**src/rtl/srff_arb_ctrl.sv**
```systemverilog
// Round-robin arbiter that gives four requesters a shared SR flip-flop bank.
// Latency: gnt 1 cycle after req; q/done/err 2 cycles after gnt. The granted requester keeps gnt until it drops req.
// Optional saturating conflict counter is built only when SRFF_ARB_ERRCNT_EN is defined.
module srff_arb_ctrl #(
   parameter int WIDTH = 8,
   parameter int NREQ  = 4
) (
   input  logic                  clk,
   input  logic                  clear,
   input  logic [NREQ-1:0]       req,
   input  logic [NREQ*WIDTH-1:0] s_bus,
   input  logic [NREQ*WIDTH-1:0] r_bus,
   output logic [NREQ-1:0]       gnt,
   output logic                  done,
   output logic                  err,
   output logic [WIDTH-1:0]      q,
   output logic [WIDTH-1:0]      qbar,
   output logic [7:0]            err_cnt
);

   localparam logic [1:0] ST_IDLE  = 2'd0;
   localparam logic [1:0] ST_GRANT = 2'd1;
   localparam logic [1:0] ST_APPLY = 2'd2;
   localparam logic [1:0] ST_HOLD  = 2'd3;

   logic [1:0]       state;
   logic [1:0]       gnt_idx;
   logic [1:0]       last_gnt;
   logic [1:0]       pick_idx;
   logic [1:0]       cand;
   logic             pick_vld;
   logic [WIDTH-1:0] s_lat;
   logic [WIDTH-1:0] r_lat;
   logic [WIDTH-1:0] s_sel;
   logic [WIDTH-1:0] r_sel;
   logic [WIDTH-1:0] set_m;
   logic [WIDTH-1:0] rst_m;
   logic             conflict;

   // Search starts one past the last winner; k==4 wraps back onto last_gnt itself.
   always_comb begin
      pick_vld = 1'b0;
      pick_idx = last_gnt;
      cand     = last_gnt;
      for (int k = 1; k <= 4; k++) begin
         cand = last_gnt + 2'(k);
         if (!pick_vld && req[cand]) begin
            pick_vld = 1'b1;
            pick_idx = cand;
         end
      end
   end

   always_comb begin
      s_sel    = s_bus[int'(gnt_idx)*WIDTH +: WIDTH];
      r_sel    = r_bus[int'(gnt_idx)*WIDTH +: WIDTH];
      // S=R=1 bits are excluded from both masks so they hold their value.
      set_m    = s_lat & ~r_lat;
      rst_m    = r_lat & ~s_lat;
      conflict = |(s_lat & r_lat);
   end

   always_ff @(posedge clk) begin
      if (clear) begin
         state    <= ST_IDLE;
         gnt      <= '0;
         gnt_idx  <= 2'd0;
         last_gnt <= 2'd3;
         s_lat    <= '0;
         r_lat    <= '0;
         q        <= '0;
         done     <= 1'b0;
         err      <= 1'b0;
      end else begin
         done <= 1'b0;
         err  <= 1'b0;
         case (state)
            ST_IDLE: begin
               if (pick_vld) begin
                  gnt     <= NREQ'(1) << pick_idx;
                  gnt_idx <= pick_idx;
                  state   <= ST_GRANT;
               end
            end
            ST_GRANT: begin
               s_lat <= s_sel;
               r_lat <= r_sel;
               state <= ST_APPLY;
            end
            ST_APPLY: begin
               q     <= (q & ~rst_m) | set_m;
               done  <= 1'b1;
               err   <= conflict;
               state <= ST_HOLD;
            end
            default: begin
               if (!req[gnt_idx]) begin
                  gnt      <= '0;
                  last_gnt <= gnt_idx;
                  state    <= ST_IDLE;
               end
            end
         endcase
      end
   end

   assign qbar = ~q;

`ifdef SRFF_ARB_ERRCNT_EN
   always_ff @(posedge clk) begin
      if (clear) begin
         err_cnt <= 8'd0;
      end else if (state == ST_APPLY && conflict && err_cnt != 8'hFF) begin
         err_cnt <= err_cnt + 8'd1;
      end
   end
`else
   assign err_cnt = 8'd0;
`endif

endmodule

```
**config.mk**
```make
export PLATFORM = sky130hd
export DESIGN_NAME = srff_arb_ctrl
export DESIGN_NICKNAME = d
export VERILOG_FILES = /design/src/rtl/srff_arb_ctrl.sv
export SDC_FILE = /design/constraint.sdc
export NUM_CORES = 1
export LEC_CHECK = 0
export CAP_MARGIN = 20
export CORE_AREA = 2 2 101 54
export DETAILED_ROUTE_END_ITERATION = 6
export DIE_AREA = 0 0 103 56
export PLACE_DENSITY = 0.82
export SLEW_MARGIN = 10
export SYNTH_ARGS = -nofsm -noshare
export SYNTH_HDL_FRONTEND = slang
export SYNTH_SLANG_ARGS = --single-unit
```
**constraint.sdc**
```tcl
create_clock -name clk -period 4.7 [get_ports clk]
set_input_delay 0.705 -clock clk [delete_from_list [all_inputs] [get_ports clk]]
set_output_delay 0.705 -clock clk [all_outputs]
set_load 0.01 [all_outputs]
```
==> run_results.csv <==
group,metric,value,unit
synth,synth_top_cell_by_area,"dfxtp_1",
synth,synth_top_family_by_area,"multiplexers",
clock_tree,post_cts.repair.setup_buffers,0,
cells_and_area,syn2layout_area_growth,49.0,%
synth,netlist.area_leader.share,34.6,%
synth,ys_warn_count,0,
global_route,grt.overflow.total,0,
drt,ant_nets,0,
drt,drcViolationCount,0,
clock_tree,cts.sinks,36,
die,ioPinCount,100,
synth,syn_area_per_cell,9.91,sq um
worst_setup_path,cp.required,4.89,ns
global_route,antenna_found_initial,0,
worst_setup_path,endpoint,"gnt[1]$_SDFFE_PP0P_",
worst_hold_path,hold_path.class,"reg -> reg",
worst_setup_path,cp-start-kind,"register",
synth,synth_cells,210,
clock_tree,cts_buffers,5,
synth,synth_xor_area_share,0,%
synth,syn-cell-area,2080,sq um
worst_setup_path,timing.rr.start,"gnt_idx[1]$_SDFFE_PP0P_",
timing,hold_viol,0,
drt,dr.pass1.iters,4,
synth,synth_compound_area_share,11.8,%
drt,num_vias,1885,
power,swShare,36.2,%
die,initial_core_util,43.2,%
timing,setup_viol,0,
clock_tree,clock_path_buffers,2,
synth,synth_fa_ha_area_share,2.40,%
clock_tree,clkLatencyLatePin,0.29,ns
drt,drt_wl_total,5570,microns
synth,yosysMostFrequentCell,"nor2_1",
worst_setup_path,cp_data_arrival_time,2.42,ns
synth,synthDistinctLibCells,32,
cells_and_area,multi_input_area,1220,sq um
power,pwr-share-comb,47.7,%
timing,period_needed,2.23,ns
worst_setup_path,reg2reg_slack,2.47,ns
cells_and_area,nFillCells,404,
place,hpwl,4130,microns
power,pwr-share-clk,18.0,%
synth,synthFlopType,"dfxtp_1",
power,seq_power_share,34.3,%
synth,synth-edff-count,0,
worst_setup_path,r2r.worst_path.cells,4,
timing,slew_viol_final,0,
power,p_int,0.000965,W
clock_tree,clockRootBuffer,"clkbuf_8",
place,portBuffers,91,
clock_tree,cts_tree,"built",
timing,holdWs,0.470,ns
power,switching_power,0.000547,W
global_route,grt_pass1_wl,9120,microns
synth,ys_ff_latch,36,
worst_setup_path,crit_type,"reg -> reg",
timing,worst_slack,2.47,ns
timing,skew,0.00425,ns
global_route,grt_use_total,20.4,%
global_route,grt_max_degree,20,
synth,synth_area_leaders,"dfxtp_1 35%, mux4_2 18%, mux2i_1 9.1%",
cells_and_area,diodes,0,
run,drv_cap,0,
timing,max_freq,448,MHz
die,core-area,4820,sq um
place,place_congestion,0.702,
synth,synth.area.mux_share,27.5,%
worst_setup_path,r2r-end,"gnt[1]$_SDFFE_PP0P_",
power,max-vdd-ir-drop,0.000283,V
synth,async_reset_ff_share,0,%
drt,drt_iter0_markers,86,
cells_and_area,seqCellArea,722,sq um
power,powerDensity,487,nW/um^2
synth,synth_commonest_cells,"40 x nor2_1, 36 x dfxtp_1, 19 x a21oi_1, 19 x mux2i_1, 17 x mux4_2",
die,fp.dieH,56,microns
global_route,grt_pass1_vias,2049,
outcome,outcome,"finished clean",
timing,final.period_utilization,47.5,%
worst_setup_path,cp-startpoint,"gnt_idx[1]$_SDFFE_PP0P_",
synth,synth-seq-area-share,34.6,%
die,row_count,18,
timing,rsz0062_at_grt,"no",
clock_tree,h-tree-depth,2,
drt,vias_per_cell,5.14,
cells_and_area,drive_gt1_share,10.1,%
place,place_ws,2.23,ns
timing,worstMarginPinSlew,1.02,ns
timing,slew_headroom,32.1,%
clock_tree,hold_buffers,0,
clock_tree,postCtsResizedCells,0,
timing,final.setup.tns,0,ns
power,total_leakage_power,1.14,nW
synth,yosys.area_share.simple,15.6,%
clock_tree,clkTransAtPathRegs,0.07,ns
die,die_area,5770,sq um
worst_hold_path,holdPathStages,1,
worst_setup_path,worst_setup_path_end_kind,"register",
drt,drt-wirelength-per-cell,15.2,microns
die,die_width,103,microns
worst_setup_path,path_max_fanout,19,
cells_and_area,fin_nets,370,
-- cells in the final DEF (no fill, tap or decap), types with 8 or more instances in the layout --
master           instances
nor2_1                  40
dfxtp_1                 35
clkdlybuf4s50_1         91
nand2b_1                10
mux4_2                  17
conb_1                   8
inv_1                   11
a21oi_1                 19
mux2i_1                 19
-- critical path, stage by stage, from the launching register on --
cell and delay [ns]:
dfxtp_1 0.95, mux4_2 0.64, nor3_2 0.17, nor3_2 0.09
a22o_1 0.27
-- worst min path at each step --
stage | start | endpoint | slack, ns
after floorplan | r_lat[3]$_SDFFE_PP0P_ | r_lat[3]$_SDFFE_PP0P_ | 0.48
after global placement | gnt[2]$_SDFFE_PP0P_ | gnt[2]$_SDFFE_PP0P_ | 0.46
after detailed placement | gnt[2]$_SDFFE_PP0P_ | gnt[2]$_SDFFE_PP0P_ | 0.45
after CTS | gnt[2]$_SDFFE_PP0P_ | gnt[2]$_SDFFE_PP0P_ | 0.47
after global routing | gnt[2]$_SDFFE_PP0P_ | gnt[2]$_SDFFE_PP0P_ | 0.50
final | gnt[2]$_SDFFE_PP0P_ | gnt[2]$_SDFFE_PP0P_ | 0.47
-- logic make-up (layout without fill, tap and decap cells) --
kind of cell,after synthesis,count (layout)
DFF,36,36
adders and majority gates,4,4
and+or+nand+nor,67,67
muxes,36,36
other,1,8
buffers and inverters,31,111
AOI/OAI and AO/OA,35,35
-- power by group through the flow --
| stage | clock network, W | logic (W) | registers, W |
|---|---|---|---|
| after detailed placement | 0 | 0.000719 | 0.000523 |
| after global routing | 0.000287 | 0.000789 | 0.000540 |
| after global placement | 0 | 0.000692 | 0.000515 |
| after floorplan | 0 | 0.000516 | 0.000472 |
| after CTS | 0.000275 | 0.000727 | 0.000520 |
| final | 0.000271 | 0.000721 | 0.000519 |
-- layout make-up --
type / instances / share of cell area [%]
multi-input cells: 150 / 39.5
clock buffers: 6 / 2.34
inverters: 11 / 1.33
flip-flops and latches: 36 / 23.3
well taps: 70 / 2.82
repair buffers: 92 / 29.6
clock inverters: 2 / 1.13
-- sequential cells by signal (all words and copies together), names as in the netlist --
register,cells
s_lat,8
done,1
err,1
gnt,4
state,2
r_lat,8
q,8
gnt_idx,2
last_gnt,2
-- per-stage QoR --
step	std cells	utilization, %	power, W	instance area (sq um)
finish	367	64.4	0.00151	3100
global route	367	64.4	0.00162	3100
CTS	367	64.3	0.00152	3100
detailed placement	359	62.1	0.00124	2990
global placement	359	62.1	0.00121	2990
floorplan	217	-	0.000988	2110
-- routing by layer --
| metal | share of wire [%] | track usage [%] | vias up |
|---|---|---|---|
| met5 | 0 | 0 | - |
| met4 | 1.0 | 6.77 | 0 |
| met3 | 3.4 | 5.03 | 5 |
| met2 | 56 | 37.3 | 34 |
| met1 | 40 | 23.1 | 943 |
| li1 | - | - | 903 |
(Power assumes the default switching activity.)
